===== src/rtl/keypad_seg7_display.sv =====
// keypad_seg7_display: multiplexed common-anode 7-segment driver with dead time between digit slots.
// Define KEYPAD_LEADING_ZERO_BLANK_EN to suppress leading zeros (digit 0 always shown).
module keypad_seg7_display #(
    parameter int DIGITS      = 4,
    parameter int REFRESH_DIV = 50000,
    parameter int DEAD_CYCLES = 2
) (
    input  logic                  clk,
    input  logic                  reset,
    input  logic [DIGITS*4-1:0]   digits_in,
    input  logic                  load,
    input  logic                  blank,
    output logic [DIGITS-1:0]     an,
    output logic [6:0]            seg,
    output logic                  dp
);
    localparam int PW = $clog2(REFRESH_DIV);
    localparam int IW = DIGITS > 1 ? $clog2(DIGITS) : 1;
    localparam logic [111:0] HEX = {7'h0E, 7'h06, 7'h21, 7'h46, 7'h03, 7'h08, 7'h10, 7'h00,
                                    7'h78, 7'h02, 7'h12, 7'h19, 7'h30, 7'h24, 7'h79, 7'h40};
    typedef enum logic {DEAD, DRIVE} state_t;
    logic [DIGITS*4-1:0] r_disp;
    logic [PW-1:0]       r_pre;
    logic [IW-1:0]       r_idx;
    logic [DIGITS-1:0]   r_an;
    logic [6:0]          r_seg;
    state_t              r_state;
    state_t              w_state_nxt;
    logic                w_wrap;
    logic                w_off;
    logic [PW-1:0]       w_pre_nxt;
    logic [IW-1:0]       w_idx_nxt;
    logic [3:0]          w_nib;
    logic [DIGITS-1:0]   w_lz;
    // r_state mirrors (r_pre < DEAD_CYCLES) so the slot phase is a single flop
    always_comb begin
        w_wrap      = r_pre == PW'(REFRESH_DIV - 1);
        w_pre_nxt   = w_wrap ? '0 : r_pre + 1'b1;
        w_idx_nxt   = w_wrap ? (r_idx == IW'(DIGITS - 1) ? '0 : r_idx + 1'b1) : r_idx;
        w_state_nxt = (w_pre_nxt < PW'(DEAD_CYCLES)) ? DEAD : DRIVE;
        w_nib       = 4'(r_disp >> {r_idx, 2'b00});
        w_off       = (r_state == DEAD) || blank || w_lz[r_idx];
    end
`ifdef KEYPAD_LEADING_ZERO_BLANK_EN
    logic w_zrun;
    always_comb begin
        w_zrun = 1'b1;
        w_lz   = '0;
        for (int i = DIGITS - 1; i > 0; i--) begin
            w_zrun  = w_zrun && (r_disp[4*i +: 4] == 4'h0);
            w_lz[i] = w_zrun;
        end
    end
`else
    assign w_lz = '0;
`endif
    always_ff @(posedge clk or negedge reset) begin
        if (!reset) begin
            r_disp  <= '0;
            r_pre   <= '0;
            r_idx   <= '0;
            r_state <= (DEAD_CYCLES > 0) ? DEAD : DRIVE;
            r_an    <= '1;
            r_seg   <= 7'h7F;
        end else begin
            r_disp  <= load ? digits_in : r_disp;
            r_pre   <= w_pre_nxt;
            r_idx   <= w_idx_nxt;
            r_state <= w_state_nxt;
            r_an    <= w_off ? '1 : ~(DIGITS'(1) << r_idx);
            r_seg   <= w_off ? 7'h7F : HEX[7*w_nib +: 7];
        end
    end
    assign an  = r_an;
    assign seg = r_seg;
    assign dp  = 1'b1;
endmodule


===== config.mk =====
export PLATFORM = sky130hd
export DESIGN_NAME = keypad_seg7_display
export DESIGN_NICKNAME = d
export VERILOG_FILES = /design/src/rtl/keypad_seg7_display.sv
export SDC_FILE = /design/constraint.sdc
export NUM_CORES = 1
export LEC_CHECK = 0
export ABC_AREA = 1
export CORE_ASPECT_RATIO = 1.4
export CORE_MARGIN = 10
export CORE_UTILIZATION = 50
export CTS_CLUSTER_DIAMETER = 30
export DETAILED_ROUTE_END_ITERATION = 8
export PLACE_DENSITY_LB_ADDON = 0.2
export SLEW_MARGIN = 30
export SYNTH_ARGS = -nofsm -noshare
export SYNTH_HDL_FRONTEND = slang
export SYNTH_SLANG_ARGS = --single-unit

===== constraint.sdc =====
create_clock -name clk -period 5.6 [get_ports clk]
set_clock_uncertainty 0.2 [all_clocks]
set_input_delay 0.84 -clock clk [delete_from_list [all_inputs] [get_ports clk]]
set_output_delay 0.84 -clock clk [all_outputs]
set_load 0.02 [all_outputs]

==> results.json <==
{
  "status": "finished, final reports clean",
  "drtIter0Drc": 128,
  "clkLatencyLatePin_ns": 0.29,
  "worst_slew_pin_slew_ns": 0.789,
  "clockRootBuffer": "clkbuf_8",
  "cp-end-kind": "output port",
  "fp.coreArea_mm2": 0.00484,
  "timing.final.crit_share_pct": 43.9,
  "start_util_pct": 51.2,
  "dp_hpwl_um": 3690,
  "path_cells": "clkdlybuf4s50_1",
  "wl_per_cell_um": 11.8,
  "slew_headroom_pct": 47.2,
  "ant_nets": 0,
  "finalNetCount": 373,
  "cts_tree": "built",
  "grtUsageTotal_pct": 12.5,
  "synthCells": 312,
  "vias": 1986,
  "cts_repair_resize_count": 0,
  "crit_buf_inv": 1,
  "firstDrtPassIters": 5,
  "setup_viol": 0,
  "htree_levels": 2,
  "drc_errors": 0,
  "gr-total-overflow": 0,
  "hold_buffers": 0,
  "placedCellCount": 399,
  "fin_ws_ns": 3.14,
  "power_mw": 0.695,
  "die_y_um": 103,
  "grt_pass1_wl_um": 8290,
  "dpl_worst_slack_ns": 3.00,
  "fin_cells": 407,
  "gp_congestion": 0.906,
  "r2r_cells": 9,
  "synth-seq-cells": 46,
  "via_per_inst": 4.88,
  "slew_viol_final": 0,
  "cp_max_fo": 1,
  "hp-class": "flop to flop",
  "fillers": 454,
  "cp-start-kind": "flop",
  "numCtsBuffers": 5,
  "post_cts_buffers": 0,
  "clk_pin_slew_ns": 0.09,
  "maxCapViolations": 0,
  "critical_path.top_delay_family": "buffers and inverters",
  "fin_setup_tns_ns": 0,
  "rsz0062_at_grt": "false",
  "grt_max_degree": 47,
  "powerDensity_mw_per_mm2": 238,
  "fp-row-count": 30,
  "crit_slowest_cell": "clkdlybuf4s50_1",
  "finalHoldViolations": 0,
  "diodes": 0,
  "synth.net_count": 343,
  "area_delta_synth_final_pct": 17.8,
  "p_leak_nw": 1.49,
  "io_pins": 32,
  "drive_gt1_share_pct": 10.5,
  "grt_pass1_vias": 1963,
  "antenna_found_initial": 0,
  "ys.warnings.count": 0,
  "fmax_mhz": 406,
  "ys_seq_area_share_pct": 46.9,
  "cp.depth": 1,
  "arrival_ns": 1.42,
  "required_ns": 4.56,
  "critPathKind": "flop to output port",
  "fin_crit_ns": 2.46,
  "drt-total-wl_um": 4810,
  "postSynthAreaPerCell_um2": 7.95,
  "die_w_um": 79.5,
  "vdd_drop_max_mv": 0.164,
  "cts.sinks": 46,
  "clockBufferDepth": 2,
  "synthesis.area_mm2": 0.00248,
  "cpPeakStageDelay_ns": 0.61,
  "whs_path_depth": 1,
  "die-area_mm2": 0.00822,
  "utilization_pct": 60.4,
  "io_buffers": 30,
  "synth_cell_types": 26,
  "layout_commonest_cell": "nand2_1",
  "final_cell_mix": "nand2_1 (78), inv_1 (52), dfrtp_1 (35), clkdlybuf4s50_1 (29), nor2_1 (28)"
}
## state kept, by name, indices dropped and copies added (netlist names)
name     flops
r_pre       16
r_disp      16
an           4
r_state      1
r_idx        2
seg          7
## per-layer routing
| metal | routed length (µm) | GRT usage (%) | part of all wire [%] | vias to the layer above |
|---|---|---|---|---|
| li1 | - | - | - | 1029 |
| met1 | 2030 | 12.6 | 42 | 910 |
| met2 | 2530 | 23.1 | 53 | 40 |
| met3 | 172 | 3.11 | 3.6 | 7 |
| met4 | 79 | 6.50 | 1.6 | 0 |
| met5 | 0 | 0 | 0 | - |
## synth_stat cells
cell	n	share of area [%]
o21ai_1	2	0.40
clkbuf_8	1	0.55
o21bai_1	3	0.91
mux2_2	8	3.6
nand4_1	3	0.76
inv_2	2	0.30
o211ai_1	3	0.91
xor2_1	1	0.35
nand2_1	78	12
nand2_2	3	0.76
buf_6	1	0.45
dfrtp_1	35	35
nor3_1	2	0.40
a21oi_1	10	2.0
nor2_4	1	0.45
buf_4	2	0.60
o21ai_0	22	4.4
nand3_1	26	5.2
conb_1	1	0.15
ha_1	11	5.5
nor2_2	3	0.76
clkbuf_1	2	0.30
nor2_1	28	4.2
inv_1	52	7.9
dfstp_2	11	12
buf_2	1	0.20
## worst paths after layout
path,slack (ns),from,to
worst max-delay path,3.14,seg[6],seg[6]
worst min-delay path,0.32,r_disp[6],r_disp[6]
worst max register to register,3.44,r_idx[0],seg[5]
worst min register to register,0.32,r_disp[6],r_disp[6]
max in group asynchronous,4.47,reset,seg[1]
min in group asynchronous,0.33,reset,r_disp[8]
## per-stage QoR
step / hold WS [ns] / instance area [µm²]
after floorplan: 0.274 / 2480
after global placement: 0.291 / 2800
after detailed placement: 0.298 / 2810
after CTS: 0.320 / 2920
after global routing: 0.337 / 2920
final: 0.317 / 2920
## cell type report
type	count	area (µm²)	share of cell area [%]
tap	64	80.1	2.74
multi-input combinational	205	1060	36.3
timing repair buffer	30	298	10.2
clock inverter	1	30.0	1.03
clock buffer	7	86.3	2.95
sequential	46	1160	39.9
inverter	54	203	6.93
## power by group
part	internal, mW	switching, mW	total, mW
Combinational	0.0381	0.0461	0.0842
Sequential	0.353	0.00589	0.359
Clock	0.146	0.106	0.252
## cells by family (layout without fill, tap and decap cells)
family	Yosys count	after routing	share of synthesized area, %
AOI/OAI and AO/OA	40	40	8.67
xor gates and xnor gates	1	1	0.353
adders and majority gates	11	11	5.55
buffers and inverters	61	92	10.3
DFF	46	46	46.9
muxes	8	8	3.63
other	1	1	0.151
and+or+nand+nor	144	144	24.4
Note: power is estimated with default switching activity, not from simulation.
